[src/rtl/mul_pkg.sv]
// Shared types and helpers for the sequential shift-add multiplier.
package mul_pkg;

  localparam int DEFAULT_WIDTH = 8;
  // Widest operand abs_w can handle; callers sign-extend into this width.
  localparam int ABS_MAX_W = 64;

  typedef enum logic [1:0] {
    IDLE = 2'd0,
    RUN  = 2'd1,
    FIN  = 2'd2
  } state_t;

  // Two's-complement magnitude. The most negative WIDTH-bit value maps to
  // 2^(WIDTH-1), which still fits once the caller truncates back to WIDTH bits.
  function automatic logic [ABS_MAX_W-1:0] abs_w(input logic signed [ABS_MAX_W-1:0] v);
    logic [ABS_MAX_W-1:0] u;
    u = v;
    return v[ABS_MAX_W-1] ? (~u + ABS_MAX_W'(1)) : u;
  endfunction

endpackage

[src/rtl/mul_seq_ctrl.sv]
// Multiplier sequencer: IDLE/RUN/FIN FSM, bit counter and load/step/finish strobes.
// MUL_SEQ_EARLY_TERM_EN lets RUN end as soon as the remaining multiplier bits are zero.
module mul_seq_ctrl
  import mul_pkg::*;
#(
  parameter int WIDTH = DEFAULT_WIDTH,
  parameter int CNT_W = $clog2(WIDTH + 1)
) (
  input  logic             clk,
  input  logic             areset_n,
  input  logic             start_i,
  input  logic             last_bit_i,
  output state_t           state_o,
  output logic [CNT_W-1:0] cnt_o,
  output logic             done_o,
  output logic             load_o,
  output logic             step_o,
  output logic             finish_o
);

  state_t           state_q, state_d;
  logic [CNT_W-1:0] cnt_q, cnt_d;
  logic             done_q;

  always_ff @(posedge clk or negedge areset_n) begin
    if (!areset_n) begin
      state_q <= IDLE;
      cnt_q   <= '0;
      done_q  <= 1'b0;
    end else begin
      state_q <= state_d;
      cnt_q   <= cnt_d;
      done_q  <= finish_o;
    end
  end

  always_comb begin
    state_d  = state_q;
    cnt_d    = cnt_q;
    load_o   = 1'b0;
    step_o   = 1'b0;
    finish_o = 1'b0;
    case (state_q)
      IDLE: begin
        if (start_i) begin
          load_o  = 1'b1;
          cnt_d   = '0;
          state_d = RUN;
        end
      end
      RUN: begin
        step_o = 1'b1;
        cnt_d  = cnt_q + CNT_W'(1);
        if (cnt_q == CNT_W'(WIDTH - 1)) begin
          state_d = FIN;
        end
`ifdef MUL_SEQ_EARLY_TERM_EN
        else if (last_bit_i) begin
          state_d = FIN;
        end
`endif
      end
      FIN: begin
        finish_o = 1'b1;
        state_d  = IDLE;
      end
      default: state_d = IDLE;
    endcase
  end

`ifndef MUL_SEQ_EARLY_TERM_EN
  logic unused_last_bit;
  assign unused_last_bit = last_bit_i;
`endif

  assign state_o = state_q;
  assign cnt_o   = cnt_q;
  assign done_o  = done_q;

endmodule

[src/rtl/mul_seq_param.sv]
// WIDTH-bit sequential shift-add multiplier, signed/unsigned at runtime, start/busy/done.
// Optional MUL_SEQ_EARLY_TERM_EN (in mul_seq_ctrl) shortens latency for small multipliers.
module mul_seq_param
  import mul_pkg::*;
#(
  parameter int WIDTH = DEFAULT_WIDTH
) (
  input  logic               clk,
  input  logic               areset_n,
  input  logic               start,
  input  logic               signed_mode,
  input  logic [WIDTH-1:0]   A,
  input  logic [WIDTH-1:0]   B,
  output logic               busy,
  output logic               done,
  output logic [2*WIDTH-1:0] product
);

  localparam int CNT_W = $clog2(WIDTH + 1);

  state_t             state;
  logic [CNT_W-1:0]   cnt;
  logic               load, step, finish, last_bit;

  logic [WIDTH-1:0]   mag_a_q, mag_a_d, mag_b_q, mag_b_d;
  logic [2*WIDTH-1:0] acc_q, acc_d, product_q, product_d;
  logic               neg_q, neg_d;

  logic signed [ABS_MAX_W-1:0] a_ext, b_ext;
  logic [WIDTH-1:0]   lat_a, lat_b;
  logic [2*WIDTH-1:0] addend;

  mul_seq_ctrl #(.WIDTH(WIDTH), .CNT_W(CNT_W)) u_ctrl (
    .clk       (clk),
    .areset_n  (areset_n),
    .start_i   (start),
    .last_bit_i(last_bit),
    .state_o   (state),
    .cnt_o     (cnt),
    .done_o    (done),
    .load_o    (load),
    .step_o    (step),
    .finish_o  (finish)
  );

  assign a_ext    = ABS_MAX_W'($signed(A));
  assign b_ext    = ABS_MAX_W'($signed(B));
  assign lat_a    = signed_mode ? WIDTH'(abs_w(a_ext)) : A;
  assign lat_b    = signed_mode ? WIDTH'(abs_w(b_ext)) : B;
  assign addend   = {{WIDTH{1'b0}}, mag_a_q} << cnt;
  // True when no set bits remain after the one consumed on this step.
  assign last_bit = ((mag_b_q >> 1) == '0);

  always_ff @(posedge clk or negedge areset_n) begin
    if (!areset_n) begin
      mag_a_q   <= '0;
      mag_b_q   <= '0;
      acc_q     <= '0;
      neg_q     <= 1'b0;
      product_q <= '0;
    end else begin
      mag_a_q   <= mag_a_d;
      mag_b_q   <= mag_b_d;
      acc_q     <= acc_d;
      neg_q     <= neg_d;
      product_q <= product_d;
    end
  end

  always_comb begin
    mag_a_d   = mag_a_q;
    mag_b_d   = mag_b_q;
    acc_d     = acc_q;
    neg_d     = neg_q;
    product_d = product_q;
    if (load) begin
      mag_a_d = lat_a;
      mag_b_d = lat_b;
      acc_d   = '0;
      neg_d   = signed_mode & (A[WIDTH-1] ^ B[WIDTH-1]);
    end
    if (step) begin
      if (mag_b_q[0]) acc_d = acc_q + addend;
      mag_b_d = mag_b_q >> 1;
    end
    if (finish) begin
      product_d = neg_q ? (~acc_q + (2*WIDTH)'(1)) : acc_q;
    end
  end

  assign busy    = (state == RUN);
  assign product = product_q;

endmodule
[config.mk]
export PLATFORM = sky130hd
export DESIGN_NAME = mul_seq_param
export DESIGN_NICKNAME = d
export VERILOG_FILES = /design/src/rtl/mul_pkg.sv /design/src/rtl/mul_seq_ctrl.sv /design/src/rtl/mul_seq_param.sv
export SDC_FILE = /design/constraint.sdc
export NUM_CORES = 1
export LEC_CHECK = 0
export CORE_ASPECT_RATIO = 0.75
export CORE_MARGIN = 8
export CORE_UTILIZATION = 45
export CTS_CLUSTER_DIAMETER = 80
export CTS_CLUSTER_SIZE = 16
export DETAILED_ROUTE_END_ITERATION = 6
export PLACE_DENSITY = 0.66
export SYNTH_ARGS = -nofsm -noshare
export SYNTH_HDL_FRONTEND = slang
export SYNTH_SLANG_ARGS = --single-unit
[constraint.sdc]
create_clock -name clk -period 3.9 [get_ports clk]
set_input_delay 0.78 -clock clk [delete_from_list [all_inputs] [get_ports clk]]
set_output_delay 0.78 -clock clk [all_outputs]
set_load 0.02 [all_outputs]
==> impl_metrics.toml <==
[logic_synthesis]
ys_types = 50
ys_seq_elements = 56
synth_most_common_cell = "nand2_1"
syn_area_um2 = 3730
netlist_instances = 437
seq_area_frac_synth_pct = 37.6
ys.flop_type = "dfrtp_1"
synth.area.top_cells = "dfrtp_1, o21ai_0, nand2_1"
yosys-top-cells-count = "nand2_1, o21ai_0, dfrtp_1"
async_reset_ff_share_pct = 100
yosysTopAreaCellShare_pct = 37.6
syn_avg_cell_area_um2 = 8.54
synth_largest_area_cell = "dfrtp_1"
ys.warnings.count = 0
syn_nets = 477
synth_edf_count = 0

[final_layout]
finish.instance_area_um2 = 4260
final_nets = 504
drive_gt1_share_pct = 4.73
syn2layout_area_growth_pct = 14.1
antennaDiodeCount = 0
fillers = 768

[flow_run]
maxCapViolCount = 0

[global_route]
grt_usage_pct = 16.3
grt_antenna_before_repair = 0
grt_pass1_wl_um = 15500
grt_max_degree = 39
grt_pass1_vias = 3140
gr-total-overflow = 0

[die]
die_h_um = 94.8
dieArea_um2 = 11500
initial_core_util_pct = 46.9
boundaryPins = 38
rows = 28
die_width_um = 121
coreArea_um2 = 7950

[drt]
dr.first_iter.drc_count = 215
ant_nets = 0
vias_per_cell = 5.55
drc = 0
detail_route.first_pass.iterations = 5
drt_wl_total_um = 8740
wl_per_cell_um = 15.3
vias = 3162

[place]
dpl.hpwl_um = 6800
post_dp_cell_area_um2 = 4170
io_buffers = 37
gp_congestion = 0.932

[setup_path]
crit_path_end_kind = "flop"
worstPathMaxFanout = 17
crit_required_ns = 4.10
startpoint_type = "flop"
arrival_ns = 3.66
worst-setup-path-type = "reg -> reg"

[sta]
setup_viol_count_final = 0
tightest_slew_ns = 1.00
min_period_ns = 3.46
report.final.slew_viol_count = 0
relSlewSlack_pct = 32.8
final.setup_skew_ns = 0.0115
finalSetupTns_ns = 0
fin_crit_sh_pct = 88.6
rsz0062_at_grt = "false"
finalHoldViolCount = 0
max_freq_ghz = 0.289

[clock_tree]
clock_tree.root_cell = "clkbuf_8"
clockBufferDepth = 2
post_cts_buffers = 0
clk_pin_slew_ns = 0.11
cts_tree = "done"
cts_resized = 0
hold_buffers = 0
cts_buffers = 5
clock_sinks = 56
cts.htree.levels = 2
worstSkewPairLatency_ns = 0.32

[pwr]
power.leakage_uw = 0.00189
irDropWorstVdd_mv = 0.309
power_density_nw_per_um2 = 838

[run_status]
status = "finished, final reports clean"

[hold_path]
hold_path_class = "reg -> reg"
## logic make-up after synthesis
group	after synthesis	share of synthesized area (%)
adders and majority gates	20	6.91
buffers and inverters	29	2.95
xor gates and xnor gates	37	8.69
DFF	56	37.6
AOI/OAI and AO/OA	130	21.3
muxes	16	4.50
and+or+nand+nor	149	18.0
## sequential cells by signal (all words and copies together) (netlist names)
name	flops
u_ctrl.cnt_o	4
u_ctrl.state_o	2
mag_a_q	8
acc_q	16
mag_b_q	8
u_ctrl.done_o	1
neg_q	1
product	16
## final timing paths
check | startpoint | end | slack [ns] | cells after the start
max reg2reg | u_ctrl.cnt_o[1] | acc_q[15] | 0.44 | 12
max | u_ctrl.cnt_o[1] | acc_q[15] | 0.44 | 12
min reg2reg | product[6] | product[6] | 0.49 | 2
min | product[6] | product[6] | 0.49 | 2
max in group asynchronous | areset_n | u_ctrl.cnt_o[0] | 2.58 | 2
min in group asynchronous | areset_n | mag_b_q[5] | 0.55 | 1
## layout by cell type (no fill, tap or decap), types with 3 or more instances in the layout
cell	n
a211o_1	3
a211oi_1	3
a21o_1	4
a21oi_1	18
a22oi_1	7
clkbuf_8	5
clkdlybuf4s50_1	36
dfrtp_1	56
ha_1	19
inv_1	11
mux2_2	6
mux2i_1	10
nand2_1	80
nand2b_1	4
nand3_1	9
nand3b_1	3
nand4_1	3
nor2_1	25
nor2b_1	4
nor3_1	5
nor4_1	3
o21ai_0	65
o22ai_1	4
o31ai_1	4
or3_1	5
xnor2_1	13
xor2_1	24
## through the flow
step / hold slack [ns] / worst slack, ns / total power (uW) / std cells / util, %
floorplan: 0.460 / 1.02 / 2650 / 437 / -
global placement: 0.464 / 0.604 / 3180 / 562 / 52.4
detailed placement: 0.472 / 0.504 / 3230 / 562 / 52.4
CTS: 0.497 / 0.482 / 3570 / 570 / 53.5
global route: 0.530 / 0.160 / 3920 / 570 / 53.5
finish: 0.487 / 0.443 / 3570 / 570 / 53.5
## critical path, cell delays in order, from the launching register on
cell and delay [ns]:
dfrtp_1 0.72, mux2i_1 0.33, o21ai_0 0.17, a21oi_1 0.20
o22ai_1 0.13, ha_1 0.41, a21oi_1 0.22, o21ai_0 0.18
a221oi_1 0.35, o21ai_0 0.16, xor2_1 0.19, o211ai_1 0.18
o31ai_1 0.10
## area by class of cell
class | count | area (um^2) | share of cell area [%]
Multi-Input combinational cell | 352 | 2220 | 52.1
Sequential cell | 56 | 1400 | 32.9
Timing Repair Buffer | 38 | 373 | 8.76
Tap cell | 105 | 131 | 3.09
Clock buffer | 5 | 68.8 | 1.62
Inverter | 11 | 41.3 | 0.970
Clock inverter | 3 | 22.5 | 0.529
## power by group
group	switching (uW)	internal (uW)
sequential	355	824
combinational	1150	903
clock	207	130
## layer usage
| metal | vias up | routed length (um) | share of wire (%) | global-route usage (%) |
|---|---|---|---|---|
| met5 | - | 0 | 0 | 0 |
| met4 | 0 | 106 | 1.2 | 4.56 |
| met3 | 7 | 485 | 5.5 | 2.74 |
| met2 | 66 | 3770 | 43 | 25.1 |
| met1 | 1492 | 4380 | 50 | 23.2 |
| li1 | 1597 | - | - | - |
Power figures use the tool's default switching activity.
